`src/rtl/nes_pad_reader.sv`:
```
// Multi-pad NES/SNES serial game-pad reader: one shared latch/clock pair, up to four pads in parallel.
// Optional newly-pressed edge detection on o_pressed is built when NES_PAD_EDGE_EN is defined.
module nes_pad_reader #(
  parameter int CYCLES_PER_PULSE = 150,
  parameter int NUM_BITS         = 8,
  parameter int NUM_PADS         = 1
) (
  input  logic                         clk,
  input  logic                         i_rst_n,
  input  logic                         i_read_buttons,
  output logic                         o_busy,
  output logic                         o_valid,
  output logic [NUM_PADS*NUM_BITS-1:0] o_buttons,
  output logic [NUM_PADS*NUM_BITS-1:0] o_pressed,
  input  logic [NUM_PADS-1:0]          i_controller_data,
  output logic                         o_controller_latch,
  output logic                         o_controller_clock
);

  localparam int W     = NUM_PADS * NUM_BITS;
  localparam int CNT_W = $clog2(2 * CYCLES_PER_PULSE);
  localparam int BIT_W = $clog2(NUM_BITS);

  localparam logic [CNT_W-1:0] CNT_HALF   = CNT_W'(CYCLES_PER_PULSE - 1);
  localparam logic [CNT_W-1:0] CNT_SAMPLE = CNT_W'((3 * CYCLES_PER_PULSE) / 2 - 1);
  localparam logic [CNT_W-1:0] CNT_END    = CNT_W'(2 * CYCLES_PER_PULSE - 1);
  localparam logic [BIT_W-1:0] BIT_LAST   = BIT_W'(NUM_BITS - 1);

  typedef enum logic [1:0] {
    IDLE,
    LATCH,
    SHIFT,
    DONE
  } state_t;

  state_t           state;
  logic [CNT_W-1:0] cnt;
  logic [BIT_W-1:0] bit_cnt;
  logic [W-1:0]     sr;

  // Every pad shifts its inverted serial bit in at the LSB; the first bit ends at the MSB.
  function automatic logic [W-1:0] shift_in(input logic [W-1:0] cur,
                                            input logic [NUM_PADS-1:0] din);
    logic [W-1:0] nxt;
    nxt = cur;
    for (int p = 0; p < NUM_PADS; p++) begin
      nxt[p*NUM_BITS +: NUM_BITS] = {cur[p*NUM_BITS +: NUM_BITS-1], ~din[p]};
    end
    return nxt;
  endfunction

  always_ff @(posedge clk) begin
    if (!i_rst_n) begin
      state              <= IDLE;
      cnt                <= '0;
      bit_cnt            <= '0;
      sr                 <= '0;
      o_buttons          <= '0;
      o_valid            <= 1'b0;
      o_busy             <= 1'b0;
      o_controller_latch <= 1'b0;
      o_controller_clock <= 1'b1;
`ifdef NES_PAD_EDGE_EN
      o_pressed          <= '0;
`endif
    end else begin
      o_valid <= 1'b0;
      case (state)
        IDLE: begin
          if (i_read_buttons) begin
            state              <= LATCH;
            cnt                <= '0;
            o_controller_latch <= 1'b1;
            o_busy             <= 1'b1;
          end
        end
        LATCH: begin
          cnt <= cnt + 1'b1;
          if (cnt == CNT_HALF) o_controller_latch <= 1'b0;
          if (cnt == CNT_SAMPLE) sr <= shift_in(sr, i_controller_data);
          if (cnt == CNT_END) begin
            state              <= SHIFT;
            bit_cnt            <= BIT_W'(1);
            cnt                <= '0;
            o_controller_clock <= 1'b0;
          end
        end
        SHIFT: begin
          cnt <= cnt + 1'b1;
          if (cnt == CNT_HALF) o_controller_clock <= 1'b1;
          if (cnt == CNT_SAMPLE) sr <= shift_in(sr, i_controller_data);
          if (cnt == CNT_END) begin
            if (bit_cnt == BIT_LAST) begin
              // Results are registered on entry so they are visible during the DONE cycle.
              state     <= DONE;
              o_buttons <= sr;
              o_valid   <= 1'b1;
`ifdef NES_PAD_EDGE_EN
              o_pressed <= sr & ~o_buttons;
`endif
            end else begin
              bit_cnt            <= bit_cnt + 1'b1;
              cnt                <= '0;
              o_controller_clock <= 1'b0;
            end
          end
        end
        DONE: begin
          o_busy <= 1'b0;
          state  <= IDLE;
        end
        default: state <= IDLE;
      endcase
    end
  end

`ifndef NES_PAD_EDGE_EN
  assign o_pressed = '0;
`endif

endmodule

```
`config.mk`:
```
export PLATFORM = sky130hd
export DESIGN_NAME = nes_pad_reader
export DESIGN_NICKNAME = d
export VERILOG_FILES = /design/src/rtl/nes_pad_reader.sv
export SDC_FILE = /design/constraint.sdc
export NUM_CORES = 1
export LEC_CHECK = 0
export CORE_MARGIN = 4
export CORE_UTILIZATION = 25
export CTS_BUF_LIST = sky130_fd_sc_hd__clkbuf_4 sky130_fd_sc_hd__clkbuf_8 sky130_fd_sc_hd__clkbuf_16
export CTS_CLUSTER_DIAMETER = 150
export DETAILED_ROUTE_END_ITERATION = 6
export HOLD_SLACK_MARGIN = 0.08
export PLACE_DENSITY_LB_ADDON = 0.12
export SLEW_MARGIN = 20
export SYNTH_ARGS = -nofsm -noshare
export SYNTH_HDL_FRONTEND = slang
export SYNTH_SLANG_ARGS = --single-unit
```
`constraint.sdc`:
```
create_clock -name clk -period 1.75 [get_ports clk]
set_input_delay 0.175 -clock clk [delete_from_list [all_inputs] [get_ports clk]]
set_output_delay 0.175 -clock clk [all_outputs]
set_load 0.03 [all_outputs]
```
== Word-level counts from Yosys, hierarchy flattened ==
Cells that the tools add are included.

* Bits in registers: 34
* Input port bits: 4
* Output and inout bits: 20
* Word-level logic and storage cells: 64

* Add/subtract/negate cells: 2
* Eq/ne operators: 13
* Multiplexer cells: 24
* Bitwise operators: 1
* Reduce and logical (&&, ||, !) cells: 15

{| class="wikitable"
|+ Operators by type and width
! operator !! count
|-
| 2-to-1 mux 9 bit || 4
|-
| case mux 9 bit (3 select lines) || 1
|-
| == test 9 x 8 -> 1 bit (second input constant) || 2
|-
| != test 2 bit (second input constant) || 6
|-
| adder 9 x 1 -> 9 bit (second input constant) || 1
|-
| == test 9 bit (second input constant) || 1
|-
| 2-to-1 mux 3 bit || 3
|-
| AND reduction 3 bit || 3
|-
| 2-to-1 mux 2 bit || 4
|-
| case mux 2 bit (4 select lines) || 1
|-
| AND reduction 2 bit || 4
|-
| AND reduction 4 bit || 2
|-
| 2-to-1 mux 1 bit || 7
|-
| case mux 1 bit (2 select lines) || 3
|-
| case mux 3 bit (2 select lines) || 1
|-
| nonzero test 2 bit || 3
|-
| == test 2 bit (second input constant) || 2
|-
| adder 3 x 1 -> 3 bit (second input constant) || 1
|-
| == test 3 bit (second input constant) || 1
|-
| nonzero test 3 bit || 1
|-
| == test 2 x 1 -> 1 bit (second input constant) || 1
|-
| logical NOT 2 bit || 1
|-
| OR reduction 2 bit || 1
|-
| NOT 1 bit || 1
|}

== Depth between registers and ports, before layout ==
Gate-level depths: netlist of run 1.

* Depth in word-level cells: 5
* Gate-level depth with buffers: 8
* Gate-level depth less buffers: 6

== Worst setup path after synthesis of run 1 ==
No wires, ideal clock.

* Kind: register -> register
* From: register state[0]
* To: register cnt[6]
* Library setup time: 95 ps
* Arrival: 1,729 ps
* Data required time: 1,655 ps
* Path slack: -74 ps
* Cell stages (with the launch flop): 9
* Path buffers: 2
* Period minus slack after synthesis: 1,824 ps
* Cell sequence: dfxtp_1 -> inv_1 -> ha_1 -> nor2b_4 -> buf_6 -> or2_1 -> buf_6 -> or3_1 -> o311ai_1

* Longest elaborated chain between the ends: 3
* Elaborated cells on any way between the ends: 7
* Classes of those cells: 3 x eq/ne; 1 x mux; 3 x reduce/logical

{| class="wikitable"
|+ Ends and longest elaborated chain
! item !! line !! text
|-
| start: declaration || 36 || <nowiki>state_t state;</nowiki>
|-
| start signal: assignment || 54 || <nowiki>state <= IDLE;</nowiki>
|-
| start signal: assignment || 71 || <nowiki>state <= LATCH;</nowiki>
|-
| start signal: assignment || 82 || <nowiki>state <= SHIFT;</nowiki>
|-
| == test 2 bit (tied with other cells) || 68 || <nowiki>case (state)</nowiki>
|-
| nonzero test 3 bit (no source line) / != test 2 bit (equally long branches) || -- ||
|-
| AND reduction 2 bit (no source line) || -- ||
|-
| end signal: assignment || 78 || <nowiki>cnt <= cnt + 1'b1;</nowiki>
|-
| end signal: assignment || 89 || <nowiki>cnt <= cnt + 1'b1;</nowiki>
|-
| end: declaration || 37 || <nowiki>logic [CNT_W-1:0] cnt;</nowiki>
|}

Parallel ways exist; a longest one is shown, timed or not.
A chain may end at the register's enable or synchronous reset.

== Worst setup path after layout of run 1 ==
* From: register state[1]
* To: register sr[6]

* Longest elaborated chain between the ends: 3
* Elaborated cells on any way between the ends: 4
* Classes of those cells: 2 x eq/ne; 2 x reduce/logical

{| class="wikitable"
|+ Ends and longest elaborated chain
! item !! line !! text
|-
| == test 2 bit / == test 2 x 1 -> 1 bit (equally long branches) || 68 ||
|-
| OR reduction 2 bit (no source line) * || -- ||
|-
| AND reduction 2 bit (no source line) * || -- ||
|-
| end signal: assignment || 80 || <nowiki>if (cnt == CNT_SAMPLE) sr <= shift_in(sr, i_controller_data);</nowiki>
|-
| end signal: assignment || 91 || <nowiki>if (cnt == CNT_SAMPLE) sr <= shift_in(sr, i_controller_data);</nowiki>
|-
| end: declaration || 39 || <nowiki>logic [W-1:0] sr;</nowiki>
|}

Mark *: on every way between the ends. The rest lies on a longest branch, timed or not.

==> metrics.txt, run 1 <==
Final WS setup=0.101 ns; status=finished clean; CP peak stage delay=0.37 ns; DR DRC count=0; initial DRC count=between 50 and 60; Tmin final=1.65 ns; number of buffers created by CTS=5; Synth area leaders=dfxtp_1, mux2i_1, ha_1, nor2_1, buf_4; net switching power=767 uW; leakage=0.000947 uW; clk buf depth=2; Pins Over Slew Limit=0; DP Cell Count=just under 300; Via density=4.67; DIE HEIGHT=91.1 microns; FMAX=just over 600 MHz; synthesized instance count=186; ys async rst share=0%; max-cap viol count=0; die width=between 90 and 100 microns; Post-Route WL=between 3 and 4 mm; Reg clk slew, reported paths=~0.070 ns; Worst Path Required=1.93 ns; post-layout util=32.7%; number of H-tree levels=2; Die ar.=8300 sq um; EDFF count, synth=0; Post-Syn Area=1730 sq um; final setup violation count=0; Avg Inst Size Synth=around 9.3 sq um; r2r setup slk=0.10 ns; Synth cell types=46; combinational power share=around 36%; TNS Setup=0 ns; Syn-to-layout area delta=28.0%; arrival time worst endpoint=about 1.8 ns; critical path endpoint category=register; clock power share=26.3%; top-count cell post-synth=dfxtp_1; Tcrit/Tclk final=between 90% and 100%; first-pass GRT wire length=6.69 mm; Worst Path Max Fanout=8; HPWL after DPL=roughly 2.8 mm; Root Driver=clkbuf_8; RSZ-0062 raised after global routing=yes; Max VDD drop=0.000356 V; ant diodes=0; Overflow after GRT=0; pre-CTS setup slack=0.00828 ns; post-synth top area cell=dfxtp_1; Setup crit start kind=register; Pre-Repair DR Iteration Count=5; Fin Clk Skew=0.00978 ns; DRT antenna net count=0; CTS sink count=34; TritonCTS clock tree=done; starting density of the core=about a quarter; Pwr Density=1020 nW/um^2; GP Congestion=0.823; Overall Power=2260 uW; Seq pwr share=37.7%; Worst Path Class, Setup=reg -> reg; sequential area share after synthesis=39.4%; Synth Warn #=0; Int Power=1500 uW; Synth top area share=39.4%; Wirelength per Cell=13.0 microns; pin count of the biggest net entering global routing=27; top cells by count, synth=dfxtp_1, nor2_1, mux2i_1, ha_1, nand2_1; Core ar.=6760 sq um; routed vias=~1400; final hold violations=0; # rows=30; Switching Share=33.8%; antenna violations before repair=0; vias in the first global route=1360; layout cell share with drive strength beyond 1=20.2%; All-Layer GR Usage=10.1%; io pins=24; Most used DFF post-synth=dfxtp_1; worst-skew pair later-pin latency=approximately 0.29 ns; #FFs+latches synth=34; crit path cell chain=inv_1, ha_2, nor4bb_2, nand4_1, buf_4, mux2i_1, nor2_1; Layout Cells excl Fill=303; # nets final=roughly 240; Buffers on Ports=15; Worst Hold Class=in -> reg; Critical-path top delay cell=dfxtp_2
-- critical path, delay by kind of cell (launching register included) --
family | cells | cell delay (ns)
mux | 1 | 0.15
simple gates | 3 | 0.40
fa+ha+maj | 1 | 0.35
flops | 1 | 0.37
buf+inv | 2 | 0.27
-- worst paths after layout --
check	startpoint	end	cells past startpoint
worst max-delay path	state[1]	sr[6]	7
worst min-delay path	i_controller_data	sr[0]	4
worst max register to register	state[1]	sr[6]	7
worst min register to register	o_busy	o_busy	2
-- registers in the layout (all words and copies together), names as in the netlist, 2 cells and up --
name	count
state	2
sr	8
bit_cnt	3
o_buttons	8
cnt	9
-- layer usage --
metal / up-vias / share of wire [%] / track usage (%)
li1: 715 / - / -
met5: - / 0 / 0
met3: 5 / 3.4 / 2.82
met1: 669 / 51 / 13.3
met4: 0 / 1.3 / 4.15
met2: 25 / 44 / 15.6
-- cells in the final DEF (no fill, tap or decap), types with 2 or more instances in the layout --
cell type,count
dfxtp_2,2
nand4b_1,2
o21a_1,3
nor2b_1,3
ha_2,2
clkbuf_8,5
o2111ai_1,2
clkdlybuf4s50_1,15
nand4_1,3
a21oi_1,6
ha_1,8
and2_1,2
nand2_1,9
nand3b_1,2
conb_1,8
nor2_1,27
o31ai_2,2
dfxtp_1,32
o21ai_0,3
buf_4,21
inv_1,6
xnor2_1,2
a32oi_1,2
mux2i_1,18
o211ai_1,4
o311ai_1,2
nand3_1,5
-- metrics by stage --
step,cell area (sq um),hold slack (ns)
after floorplan,1760,0.339
after global placement,2070,0.463
after detailed placement,2070,0.482
after CTS,2160,0.479
after global routing,2210,0.510
final,2210,0.492
-- power groups by stage --
stage / registers, uW / logic (uW) / clock network, uW
3_3_place_gp: 872 / 741 / 0
6_report: 853 / 816 / 597
4_1_cts: 854 / 724 / 633
3_5_place_dp: 872 / 723 / 0
5_1_grt: 858 / 903 / 667
2_1_floorplan: 903 / 476 / 0
-- cell families (layout without fill, tap and decap cells) --
logic type / count (synthesis) / after routing / share of synthesized area [%]
AND/OR/NAND/NOR: 66 / 66 / 20.4
flip-flops: 34 / 34 / 39.4
AO/OA/AOI/OAI: 33 / 33 / 13.8
buffers and inverters: 22 / 52 / 7.46
multiplexers: 18 / 18 / 10.4
adder cells (fa/ha/maj): 10 / 10 / 7.25
XOR/XNOR: 2 / 2 / 1.01
other: 1 / 8 / 0.217
-- cell type report --
class | count | area [sq um]
clock inverters | 3 | 21.3
well taps | 80 | 100
repair buffers | 37 | 328
clock buffers | 5 | 68.8
multi-input cells | 137 | 983
fillers | 718 | 4550
flip-flops and latches | 34 | 683
inverters | 7 | 26.3
-- repair_timing --
action	in CTS	in global routing
hold buffers	0	0
gates resized for setup	0	10
setup endpoints to repair	1	18
setup buffers	0	2
pin swaps	0	1
Note: power is estimated with default switching activity, not from simulation.
==> inputs of run 2 (changes only) <==
Settings changed: CTS_CLUSTER_DIAMETER 150 to 40.
==> results of run 2 <==
Final layout, timing and power as in run 1 (identical DEF).
